File: config.mk
export PLATFORM = sky130hd
export DESIGN_NAME = tpumac_pe_flat
export DESIGN_NICKNAME = d
export VERILOG_FILES = /design/src/rtl/tpumac_pe_if.sv /design/src/rtl/tpumac_pe.sv /design/src/flat_wrapper.sv
export SDC_FILE = /design/constraint.sdc
export NUM_CORES = 1
export LEC_CHECK = 0
export ABC_AREA = 1
export CAP_MARGIN = 15
export CELL_PAD_IN_SITES_DETAIL_PLACEMENT = 0
export CELL_PAD_IN_SITES_GLOBAL_PLACEMENT = 2
export CORE_MARGIN = 2
export CORE_UTILIZATION = 30
export DETAILED_ROUTE_END_ITERATION = 7
export GPL_TIMING_DRIVEN = 1
export MAX_ROUTING_LAYER = met4
export PLACE_DENSITY = 0.8
export SETUP_SLACK_MARGIN = 0.5
export SYNTH_ARGS = -nofsm -noshare
export SYNTH_HDL_FRONTEND = slang
export SYNTH_SLANG_ARGS = --single-unit
File: constraint.sdc
create_clock -name clk -period 5 [get_ports clk]
set_clock_uncertainty 0.15 [all_clocks]
set_input_delay 0.75 -clock clk [delete_from_list [all_inputs] [get_ports clk]]
set_output_delay 0.75 -clock clk [all_outputs]
set_load 0.01 [all_outputs]
File: src/rtl/tpumac_pe_if.sv
// tpumac_pe_if: operand/accumulator bundle of one systolic MAC processing element.
//   master : the array fabric (drives en, WrEn, Ain, Bin, Cin; observes the outputs)
//   slave  : the processing element (tpumac_pe)
// Signals:
//   en        global advance; every PE register holds while low
//   WrEn      load Cin into the accumulator (qualified by en)
//   Ain, Bin  signed operands (BITS_AB)
//   Cin       signed accumulator load value (BITS_C)
//   Aout,Bout registered operands forwarded east/south
//   Cout      accumulator
//   ovf       sticky overflow flag
interface tpumac_pe_if #(
  parameter int BITS_AB = 8,
  parameter int BITS_C  = 16
);
  logic                      en;
  logic                      WrEn;
  logic signed [BITS_AB-1:0] Ain;
  logic signed [BITS_AB-1:0] Bin;
  logic signed [BITS_C-1:0]  Cin;
  logic signed [BITS_AB-1:0] Aout;
  logic signed [BITS_AB-1:0] Bout;
  logic signed [BITS_C-1:0]  Cout;
  logic                      ovf;

  modport master (
    output en, WrEn, Ain, Bin, Cin,
    input  Aout, Bout, Cout, ovf
  );

  modport slave (
    input  en, WrEn, Ain, Bin, Cin,
    output Aout, Bout, Cout, ovf
  );
endinterface

File: src/rtl/tpumac_pe.sv
// tpumac_pe: parametrised systolic multiply-accumulate processing element.
// A is forwarded east, B south, and the partial sum C is held locally.
// Ports:
//   clk    single clock
//   rst_n  asynchronous active-low reset
//   bus    tpumac_pe_if.slave (en, WrEn, Ain, Bin, Cin in; Aout, Bout, Cout, ovf out)
// Parameters:
//   BITS_AB  operand width (signed)
//   BITS_C   accumulator width (signed), BITS_C >= 2*BITS_AB
//   MUL_PIPE 0: combinational product, 1: registered product stage
// Build option:
//   TPUMAC_SAT_EN  when defined, accumulation saturates on overflow;
//                  otherwise it wraps. ovf behaves the same in both builds.
module tpumac_pe #(
  parameter int BITS_AB  = 8,
  parameter int BITS_C   = 16,
  parameter int MUL_PIPE = 0
) (
  input  logic       clk,
  input  logic       rst_n,
  tpumac_pe_if.slave bus
);

  if (BITS_C < 2*BITS_AB) begin : g_bad_bits_c
    $error("tpumac_pe: BITS_C must be at least 2*BITS_AB");
  end
  if (MUL_PIPE != 0 && MUL_PIPE != 1) begin : g_bad_mul_pipe
    $error("tpumac_pe: MUL_PIPE must be 0 or 1");
  end

  // Resolves the BITS_C+1 bit sum to the stored accumulator value.
  function automatic logic signed [BITS_C-1:0] acc_fn(input logic signed [BITS_C:0] s);
`ifdef TPUMAC_SAT_EN
    if (s[BITS_C] != s[BITS_C-1])
      return s[BITS_C] ? {1'b1, {(BITS_C-1){1'b0}}} : {1'b0, {(BITS_C-1){1'b1}}};
    else
      return s[BITS_C-1:0];
`else
    return s[BITS_C-1:0];
`endif
  endfunction

  // ---- stage p0: full-width signed product of the incoming operands ----
  logic signed [2*BITS_AB-1:0] prod_p0;
  logic signed [2*BITS_AB-1:0] acc_opnd;
  logic                        acc_go;
  logic signed [BITS_C:0]      sum;
  logic                        ovf_now;

  assign prod_p0 = bus.Ain * bus.Bin;

  // ---- stage p1: optional product register ----
  if (MUL_PIPE == 1) begin : g_pipe
    logic signed [2*BITS_AB-1:0] prod_p1;
    logic                        vld_p1;

    // A load clears vld_p1 so the product captured alongside it is never added.
    always_ff @(posedge clk or negedge rst_n) begin
      if (!rst_n) begin
        prod_p1 <= '0;
        vld_p1  <= 1'b0;
      end else if (bus.en) begin
        prod_p1 <= prod_p0;
        vld_p1  <= !bus.WrEn;
      end
    end

    assign acc_opnd = prod_p1;
    assign acc_go   = vld_p1;
  end else begin : g_comb
    assign acc_opnd = prod_p0;
    assign acc_go   = 1'b1;
  end

  // ---- accumulate: one guard bit exposes signed overflow ----
  assign sum     = (BITS_C+1)'(bus.Cout) + (BITS_C+1)'(acc_opnd);
  assign ovf_now = sum[BITS_C] ^ sum[BITS_C-1];

  always_ff @(posedge clk or negedge rst_n) begin
    if (!rst_n) begin
      bus.Aout <= '0;
      bus.Bout <= '0;
      bus.Cout <= '0;
      bus.ovf  <= 1'b0;
    end else if (bus.en) begin
      bus.Aout <= bus.Ain;
      bus.Bout <= bus.Bin;
      if (bus.WrEn) begin
        bus.Cout <= bus.Cin;
        bus.ovf  <= 1'b0;
      end else if (acc_go) begin
        bus.Cout <= acc_fn(sum);
        if (ovf_now) bus.ovf <= 1'b1;
      end
    end
  end

endmodule

File: src/flat_wrapper.sv
// flat-port wrapper written by rule: the top's interface ports become plain ports
module tpumac_pe_flat 
#(
  parameter int BITS_AB  = 8,
  parameter int BITS_C   = 16,
  parameter int MUL_PIPE = 0
)
  (clk, rst_n, bus_en, bus_WrEn, bus_Ain, bus_Bin, bus_Cin, bus_Aout, bus_Bout, bus_Cout, bus_ovf);
  tpumac_pe_if #(.BITS_AB(BITS_AB), .BITS_C(BITS_C)) bus_i ();
  input  logic clk;
  input  logic rst_n;
  input wire logic [$bits(bus_i.en)-1:0] bus_en;
  input wire logic [$bits(bus_i.WrEn)-1:0] bus_WrEn;
  input wire logic [$bits(bus_i.Ain)-1:0] bus_Ain;
  input wire logic [$bits(bus_i.Bin)-1:0] bus_Bin;
  input wire logic [$bits(bus_i.Cin)-1:0] bus_Cin;
  output wire logic [$bits(bus_i.Aout)-1:0] bus_Aout;
  output wire logic [$bits(bus_i.Bout)-1:0] bus_Bout;
  output wire logic [$bits(bus_i.Cout)-1:0] bus_Cout;
  output wire logic [$bits(bus_i.ovf)-1:0] bus_ovf;
  assign bus_i.en = bus_en;
  assign bus_i.WrEn = bus_WrEn;
  assign bus_i.Ain = bus_Ain;
  assign bus_i.Bin = bus_Bin;
  assign bus_i.Cin = bus_Cin;
  assign bus_Aout = bus_i.Aout;
  assign bus_Bout = bus_i.Bout;
  assign bus_Cout = bus_i.Cout;
  assign bus_ovf = bus_i.ovf;
  tpumac_pe #(.BITS_AB(BITS_AB), .BITS_C(BITS_C), .MUL_PIPE(MUL_PIPE)) u_core (.clk(clk), .rst_n(rst_n), .bus(bus_i));
endmodule
; ---- After elaboration in Yosys (flattened, before gate mapping)
; Index checks and enable logic that the tools add are counted.
[word_totals]
register_bits = 33
input_bits = 36
output_inout_bits = 33
elab_cells = 12
[op_classes]
add_sub_neg = 1
multipliers = 1
muxes = 3
bitwise = 1
reduce_logical = 2
[ops]
columns = cell, count
row1 = 16-bit by 16-bit adder with 17-bit output, 1
row2 = 8-bit by 8-bit multiplier with 16-bit output, 1
row3 = 16-bit 2-to-1 mux, 1
row4 = 1-bit 2-to-1 mux, 2
row5 = 2-bit AND reduction, 1
row6 = 2-bit nonzero test, 1
row7 = 1-bit bitwise XOR, 1

; ---- Logic depth before layout (Yosys ltp)
[logic_depth]
depth_word = 5
mapped_depth = 22
ltp_nobuf = 21

; ---- Worst setup path before layout
; OpenSTA, ideal clock, no wires.
[synth_path]
path_kind = input to register
start = in bus_Bin[2]
end = reg u_core.bus.ovf
arrival_ps = 4900
t_required_ps = 4776
setup_slack_ps = -124
path_stages = 18
n_path_buf = 1
path_cell_list = clkbuf_1 -> nand2_1 -> fa_1 -> fa_1 -> inv_1 -> fa_1 -> fa_1 -> ha_1 -> ha_1 -> nand2_1 -> inv_1 -> a21oi_2 -> nand2_1 -> nor2_2 -> nand3_1 -> nand3_2 -> nand3_2 -> a21oi_2
[synth_via]
elab_chain_cells = 5
[synth_rtl]
columns = element, line_no
row1 = from (decl), flat_wrapper.sv:15  ; input wire logic [$bits(bus_i.Bin)-1:0] bus_Bin;
row2 = 8-bit by 8-bit multiplier with 16-bit output, tpumac_pe.sv:50  ; assign prod_p0 = bus.Ain * bus.Bin;
row3 = 16-bit by 16-bit adder with 17-bit output, tpumac_pe.sv:76  ; assign sum = (BITS_C+1)'(bus.Cout) + (BITS_C+1)'(acc_opnd);
row4 = 1-bit bitwise XOR, tpumac_pe.sv:77  ; assign ovf_now = sum[BITS_C] ^ sum[BITS_C-1];
row5 = 2-bit nonzero test (no source line), --
row6 = 2-bit AND reduction (no source line), --
row7 = to (signal assigned), tpumac_pe.sv:84  ; bus.ovf <= 1'b0;
row8 = to (signal assigned), tpumac_pe.sv:90  ; bus.ovf <= 1'b0;
row9 = to (signal assigned), tpumac_pe.sv:93  ; if (ovf_now) bus.ovf <= 1'b1;
row10 = to (decl), tpumac_pe_if.sv:33  ; output Aout, Bout, Cout, ovf
; No other way between the ends.
; A chain may end at the register's enable or synchronous reset.

; ---- Worst setup path after layout
; Ends and elaborated chain as after synthesis.

==> results.sh <==
export IMPL_avgRoutedWirePerCell_um=13.7
export IMPL_synth_distinct_cells=24
export IMPL_fp_dieW_um=131
export IMPL_synth_edf_count=0
export IMPL_yosys_top_cells_area="fa_1, dfrtp_1, nand2_1"
export IMPL_nFillCells=1629
export IMPL_syn_nets=771
export IMPL_hold_viol_final=0
export IMPL_hold_depth=2
export IMPL_hp_class="reg2reg"
export IMPL_cts_htree_levels=2
export IMPL_ys_top_cells_by_count="nand2_1, inv_1, fa_1"
export IMPL_ys_seq_area_share_pct=17.1
export IMPL_relSlewSlack_pct=44.9
export IMPL_grt_antenna_before_repair=0
export IMPL_yosys_warnings=0
export IMPL_crit_chain="buf_2 -> buf_4 -> nand2_4 -> fa_2 -> buf_6 -> fa_1 -> inv_2 -> fa_1 -> fa_1 -> ha_4 -> ha_4 -> nand2_4 -> inv_1 -> nand2_1 -> nand2_2 -> nand2_2 -> nand2_2 -> nor2_4 -> nand3_2 -> nand3_2 -> nand3_2 -> a21oi_2"
export IMPL_grt_pass1_wl_um=21300
export IMPL_grt_usage_pct=16.5
export IMPL_grt_pass1_vias=4332
export IMPL_cts_root_buf="clkbuf_16"
export IMPL_vias=4163
export IMPL_rsz0062_at_grt="yes"
export IMPL_cts_hold_buf=0
export IMPL_grt_max_degree=34
export IMPL_synthFlopType="dfrtp_1"
export IMPL_cts_sinks=33
export IMPL_final_nets=877
export IMPL_period_minus_slack_ns=4.72
export IMPL_route_detailed_drc=0
export IMPL_fin_cells=943
export IMPL_crit_path_end_kind="flop"
export IMPL_cts_tree="done"
export IMPL_reg2regPathDepth=19
export IMPL_pre_cts_ws_ns=-0.598
export IMPL_ys_ff_latch=33
export IMPL_yosysTopAreaCellShare_pct=31.5
export IMPL_synthesis_area_um2=4820
export IMPL_placed_cells=928
export IMPL_critPathKind="in2reg"
export IMPL_dp_hpwl_um=10900
export IMPL_diodes=0
export IMPL_cp_slowest_stage_delay_ns=0.61
export IMPL_setup_tns_ns=0
export IMPL_initial_core_util_pct=30.5
export IMPL_viasPerCell=4.41
export IMPL_ios=69
export IMPL_dieHeight_um=131
export IMPL_grt_use_met3_pct=2.08
export IMPL_cts_reportedPaths_clkPinSlew_ns=0.06
export IMPL_status="completed"
export IMPL_start_kind="primary input"
export IMPL_synthCells=620
export IMPL_area_delta_synth_final_pct=38.0
export IMPL_grt_busiest_layer="met2"
export IMPL_clock_latency_ns=0.30
export IMPL_dr_pass1_iters=4
export IMPL_setup_viol=0
export IMPL_die_area_um2=17100
export IMPL_placementRows=46
export IMPL_core_um2=15800
export IMPL_yosysTopAreaCell="fa_1"
export IMPL_max_clock_freq_mhz=212
export IMPL_cts_max_path_buffers=2
export IMPL_crit_required_ns=5.07
export IMPL_numCtsBuffers=5
export IMPL_report_final_slew_viol_count=0
export IMPL_cp_slowest_cell="fa_1"
export IMPL_grt_overflow_total=0
export IMPL_grtUsageMet1_pct=20.2
export IMPL_synthArstFlopShare_pct=100
export IMPL_maxCapViolCount=0
export IMPL_use_met2_pct=29.1
export IMPL_worst_slew_pin_transition_ns=0.826
export IMPL_cp_max_fo=5
export IMPL_place_congestion=0.869
export IMPL_postRouteAntennaNets=0
export IMPL_min_period_over_period_pct=94.4
export IMPL_yosysMostFrequentCell="nand2_1"
export IMPL_timing_final_ws_setup_ns=0.279
export IMPL_drive_gt1_share_pct=22.7
export IMPL_numPortBuffers=68
export IMPL_drtIter0Drc=141
export IMPL_avgSynthCellArea_um2=7.78
export IMPL_arrival_ns=4.79
export IMPL_wl_um=13000
==> stage by stage <==
step / util [%] / hold WS [ns] / instance area, um2
detailed placement: 38.6 / 0.309 / 6100
global placement: 38.6 / 0.304 / 6100
global route: 42.1 / 0.345 / 6660
floorplan: - / 0.304 / 4940
CTS: 40.2 / 0.325 / 6360
finish: 42.1 / 0.318 / 6660
==> sequential cells by signal, summed over array words and instances, names as in the netlist <==
register	flops
u_core.bus.Aout	8
u_core.bus.ovf	1
u_core.bus.Cout	16
u_core.bus.Bout	8
==> layout make-up <==
class	count	area, um2	share of cell area [%]
multi-input combinational	418	3790	56.9
timing repair buffer	120	1060	16.0
sequential	33	826	12.4
inverter	148	571	8.57
tap	216	270	4.06
clock buffer	6	129	1.94
clock inverter	2	10.0	0.150
==> final timing paths <==
| check | startpoint | endpoint | slack, ns |
|---|---|---|---|
| worst min register to register | u_core.bus.Aout[2] | u_core.bus.Aout[2] | 0.32 |
| worst max register to register | u_core.bus.Cout[6] | u_core.bus.ovf | 0.65 |
| min in group asynchronous | rst_n | u_core.bus.Cout[3] | 0.41 |
| worst max-delay path | bus_Bin[2] | u_core.bus.ovf | 0.28 |
| max in group asynchronous | rst_n | u_core.bus.Aout[4] | 3.77 |
| worst min-delay path | u_core.bus.Aout[2] | u_core.bus.Aout[2] | 0.32 |
==> worst max-delay path: cells and delay by family <==
kind | cells | cell delay [ns]
buffers and inverters | 5 | 0.51
AO/OA/AOI/OAI | 1 | 0.14
AND/OR/NAND/NOR | 10 | 0.77
adder cells (fa/ha/maj) | 6 | 2.60
==> what timing repair did <==
item | CTS | global route
buffers inserted | 1 | 6
resized for setup | 85 | 70
pin swaps | 28 | 45
setup endpoints to repair | 12 | 11
==> cell usage in the layout, fill, tap and decap left out, drive strengths merged, types with 9 or more instances in the layout <==
cell / count
inv: 147
nand3: 32
fa: 76
nand2: 206
nor2: 22
ha: 39
o21ai: 9
clkdlybuf4s50: 51
clkbuf: 9
buf: 64
dfrtp: 33
a21oi: 16
==> kinds of logic after synthesis <==
logic type / share of synthesized area [%]
AND/OR/NAND/NOR: 22.6
buffers and inverters: 13.2
adder cells (fa/ha/maj): 41.6
AO/OA/AOI/OAI: 5.19
flip-flops: 17.1
XOR/XNOR: 0.182
==> routing by layer <==
layer / routed length, um / share of wire [%] / vias to the layer above
li1: - / - / 2047
met1: 5620 / 43 / 2023
met2: 6690 / 52 / 75
met3: 401 / 3.1 / 18
met4: 248 / 1.9 / 0
met5: 0 / 0 / -
Power is left out: the tool's default activity adds up to more than one toggle a clock period on the data nets, which glitch-free logic cannot reach.
==> RTL change 1: new RTL, same flow settings <==
Reset style: synchronous (`rst_n`), changed in 2 clocked blocks. Comments in the files are not updated.
--- a/src/rtl/tpumac_pe.sv
+++ b/src/rtl/tpumac_pe.sv
@@ -57,3 +57,3 @@
     // A load clears vld_p1 so the product captured alongside it is never added.
-    always_ff @(posedge clk or negedge rst_n) begin
+    always_ff @(posedge clk) begin
       if (!rst_n) begin
@@ -78,3 +78,3 @@
 
-  always_ff @(posedge clk or negedge rst_n) begin
+  always_ff @(posedge clk) begin
     if (!rst_n) begin
Check against the original RTL: differs if rst_n is asserted again (counterexample within 4 cycles, from zero or initial values and one cycle with rst_n low); with rst_n held inactive, the same outputs for 10 cycles.
==> RTL change 1 against the unedited design <==
Synthesized area shrank 2.5%. Sequential share of layout area decreased by 2.3 points. Setup slack worse by 0.015 ns. Routed wire length is 2.8% higher. Maximum frequency down 0.32%. Sequential cell count is the same. Non-clock buffer count rose by 16. Final area decreased by 1.5%. Critical path type unchanged. Largest cell class unchanged.
==> RTL change 1: results (changes against the unedited design) <==
status=completed; met3 Usage GRT=2.35% (+0.28 points); Worst R2R Start=u_core.bus.Cout[6]; DR WL met3=493 um (+23%); placed inst area=6040 um2 (-0.96%); Non-Filler Instances=958 (+1.6%); Seq/Total Area, Yosys=14.1% (-3.1 points); Synth Area in Adders=42.7% (+1.1 points); wire length on met1=5810 um (+3.3%); met2 usage=30.5% (+1.3 points); ys flop type=dfxtp_1; worst hold slack=0.335 ns (+0.0170 ns); met1 usage=20.8% (+0.53 points); Worst Tran Pin Value=0.669 ns (-0.157 ns); CP Launch Point=bus_Bin[7]; worst-path maximum fanout=4 (-1); Setup WS pre-CTS=-0.644 ns (-0.0457 ns); asr flop ratio synth=0% (-100 points); nets=896 (+2.2%); metal2 WL=6830 um (+2.0%); number of DRC markers in iteration 0=130 (-7.8%); clk_lat worst skew=0.28 ns (-0.02 ns); GRT Overall Usage=17.3% (+0.72 points); DR top layer=met4; top post-synthesis cells by count=146 x nand2_1, 144 x inv_1, 76 x fa_1; Synth Area in Compound Gates=7.64% (+2.5 points); Hold Startpoint=u_core.bus.ovf; Synth area leaders=fa_1 32%, dfxtp_1 14%, nand2_1 12%, inv_1 11%, ha_1 10%; Syn Inst Count=628 (+1.3%); vias post-DR=4243 (+1.9%); dpl cells=937 (+0.97%); R2R setup slack=0.63 ns (-0.02 ns); initial antenna violation count=1 (+1); CP max stage delay=0.54 ns (-0.07 ns); worst reg2reg path depth=18 (-1); Final min period=4.74 ns (+0.0152 ns); CTS Root Buffer Type=clkbuf_16; XOR/XNOR Fraction of Synth Area=0.186% (+0.0047 points); DR WL/cell=13.9 um (+1.2%); first-pass GRT wire length=21900 um (+2.8%); worst setup path endpoint=u_core.bus.ovf; DPL Wire Length=11000 um (+1.0%); Internal=between 2 and 3 mW; Hold Path End=u_core.bus.ovf; Final GP Congestion=0.873 (+0.45%); syn_nets=779 (+1.0%); vias in the first global route=4467 (+3.1%); Synth cell types=28 (+17%); share of layout cells above drive strength 1=22.7% (-0.042 points); critical path arrival=4.76 ns (-0.03 ns)
==> RTL change 1: cell types whose count changed in the layout (fill, tap and decap cells not counted), sizes merged, moves of 8 or more <==
| cell | before | now |
|---|---|---|
| nand2 | 206 | 153 |
| o21ai | 9 | 24 |
| dfxtp | 0 | 33 |
| o211ai | 8 | 0 |
| nor2 | 22 | 55 |
| a21oi | 16 | 24 |
| buf | 64 | 81 |
| dfrtp | 33 | 0 |
==> RTL change 1: timing repair <==
| action | in CTS | in global routing |
|---|---|---|
| pin swaps | 31 | 43 |
| setup buffers | 10 | 1 |
| gates cloned | 0 | 0 |
| endpoints found under the setup margin | 12 | 11 |
| gates resized for setup | 90 | 38 |
| hold buffers | 0 | 0 |
==> RTL change 1: cell type report <==
cell class	count	area, um2
Clock inverter	1	5.00
Tap cell	211	264
Multi-Input combinational cell	422	3720
Sequential cell	33	661
Antenna cell	1	2.50
Inverter	147	559
Timing Repair Buffer	136	1190
Clock buffer	7	153
Fill cell	1558	8700
==> RTL change 2: new RTL, same settings <==
Made on the original files. `MUL_PIPE` is set to 0 in 2 places; all go to 1. Comments in the files are not updated.
--- a/src/rtl/tpumac_pe.sv
+++ b/src/rtl/tpumac_pe.sv
@@ -16,3 +16,3 @@
   parameter int BITS_C   = 16,
-  parameter int MUL_PIPE = 0
+  parameter int MUL_PIPE = 1
 ) (
--- a/src/flat_wrapper.sv
+++ b/src/flat_wrapper.sv
@@ -5,3 +5,3 @@
   parameter int BITS_C   = 16,
-  parameter int MUL_PIPE = 0
+  parameter int MUL_PIPE = 1
 )
Formal check against the unedited RTL: not equivalent (a bounded check fails within 4 cycles, from zero or initial values and one cycle with rst_n low).
==> RTL change 2 against the unedited design <==
Final area grew 8.9%. Routed wire length grew 7.2%. Synthesized area grew 17%. First-iteration DRC count shrank 21%. Count of clock-buffer cells in the layout is the same. Sequential cell count grew 17. Critical path depth shrank 4. Setup slack gained 0.38 ns.
==> RTL change 2: results (changes against the unedited design) <==
number of DRC markers in iteration 0=112 (-21%); clk buf depth=2 (unchanged); CTS Root Buffer Type=clkbuf_16; Seq/Total Area, Yosys=22.2% (+5.1 points); worst min-delay path category=flop to flop; Non-Filler Instances=1114 (+18%); Synth area leaders=dfrtp_1 22%, fa_1 20%, nand2_1 16%, inv_1 11%, ha_1 10%; fillers=1970 (+21%); worst hold slack=0.322 ns (+0.00345 ns); status=completed; port bufs=68 (unchanged); Clock transition at path regs=around 0.07 ns; critical path arrival=4.41 ns (-0.38 ns); Post-Route WL=13900 um (+7.2%); Final GP Congestion=0.820 (-5.6%); initial antenna violation count=0 (unchanged); VDD IR-drop max=0.000202 V; worst reg2reg path depth=13 (-6); clk_lat worst skew=between 0.3 and 0.4 ns; pin count of the biggest net entering global routing=51 (+50%); vias in the first global route=4876 (+13%); cts bufs inserted=5 (unchanged); DPL Wire Length=11200 um (+3.2%); H-tree depth=2 (unchanged); worst-path maximum fanout=4 (-1); syn_nets=918 (+19%); Hold Startpoint=u_core.bus.Aout[1]; Worst R2R End=u_core.bus.Cout[14]; R2R setup slack=2.88 ns (+2.23 ns); asr flop ratio synth=100% (unchanged); area of the multi-input gates=3850 um2 (+1.6%); antenna fix cells=0 (unchanged); Synth cell types=30 (+25%); Hold Path End=u_core.bus.Aout[1]; Worst R2R Start=u_core.bus.Cout[0]; first-pass GRT wire length=23800 um (+12%); vias post-DR=4792 (+15%); Pleak=approximately 4.0 nW; Cells on Worst Hold Path=2 (unchanged); share of layout cells above drive strength 1=15.7% (-7.0 points); nets=1017 (+16%); Rel. slew slack=45.6% (+0.69 points); drt pass-1 iters=4 (unchanged); top post-synthesis cells by count=246 x nand2_1, 167 x inv_1, 56 x fa_1; Avg Synthesized Cell Area=7.21 um2 (-7.4%); Setup WS pre-CTS=-0.129 ns (+0.469 ns); GRT Overall Usage=15.3% (-1.2 points); placed inst area=6930 um2 (+14%)
[RTL change 2: cell count changes in the layout (fill, tap and decap cells not counted), moves of 8 or more]
| cell | delta |
|---|---|
| ha_1 | +15 |
| o21ai_0 | +12 |
| dfrtp_1 | +17 |
| nand3_1 | +8 |
| inv_1 | +26 |
| fa_1 | -17 |
| nor2_1 | +30 |
| nand3_2 | -11 |
| a21oi_1 | +14 |
| ha_4 | -9 |
| xor2_1 | +9 |
| nand2_1 | +52 |
[RTL change 2: what timing repair did]
action / in CTS / in global routing
pin swaps: 17 / 9
resized for setup: 56 / 37
hold buffers: 0 / 0
endpoints found under the setup margin: 9 / 9
buffers inserted: 0 / 1
[RTL change 2: cell type report]
cell class                      count  share of cell area (%)
Multi-Input combinational cell    532                    53.1
Sequential cell                    50                    17.3
Timing Repair Buffer              120                    14.3
Inverter                          171                    8.92
Tap cell                          234                    4.04
Clock buffer                        6                    1.92
Clock inverter                      1                   0.414
[RTL change 2: how the worst max path moves through the flow]
stage | startpoint | to | slack [ns] | cells past startpoint
floorplan | bus_Ain[0] | u_core.acc_opnd[11] | 0.50 | 14
global placement | bus_Bin[3] | u_core.acc_opnd[15] | -0.09 | 16
detailed placement | bus_Ain[7] | u_core.acc_opnd[11] | -0.13 | 16
CTS | bus_Bin[4] | u_core.acc_opnd[14] | 0.50 | 18
global route | bus_Bin[2] | u_core.acc_opnd[15] | 0.50 | 19
finish | bus_Bin[2] | u_core.acc_opnd[14] | 0.66 | 18
[RTL change 2: power groups by stage]
stage	combinational [mW]	sequential [mW]	clock, mW
final	2.99	0.632	0.411
after floorplan	1.87	0.639	0
after CTS	2.97	0.636	0.427
after detailed placement	2.75	0.644	0
after global placement	2.74	0.643	0
after global routing	3.41	0.653	0.444
[RTL change 2: layer usage]
layer | wire length, um | up-vias | GRT usage (%)
li1 | - | 2531 | -
met1 | 6910 | 2193 | 19.7
met2 | 6500 | 57 | 25.7
met3 | 317 | 11 | 2.07
met4 | 173 | 0 | 3.53
met5 | 0 | - | -
[RTL change 2: cell families after synthesis]
family          after synthesis  synth area share [%]
compound gates               73                  7.47
xor+xnor                     12                  1.87
flops                        50                  22.2
fa+ha+maj                   101                  29.9
buf+inv                     199                  13.6
simple gates                346                  24.9
[RTL change 2: critical path, cell delays in order]
cell and delay [ns]:
clkdlybuf4s15_2 0.24, nand2_4 0.10, inv_1 0.05, fa_1 0.51, inv_2 0.09, fa_1 0.53, inv_1 0.05, fa_1 0.52
inv_1 0.05, fa_1 0.52, inv_1 0.06, ha_4 0.30, nand2_4 0.07, nor3_4 0.13, nand3_2 0.11, nand3_1 0.10
nand2_1 0.05, a31oi_1 0.16
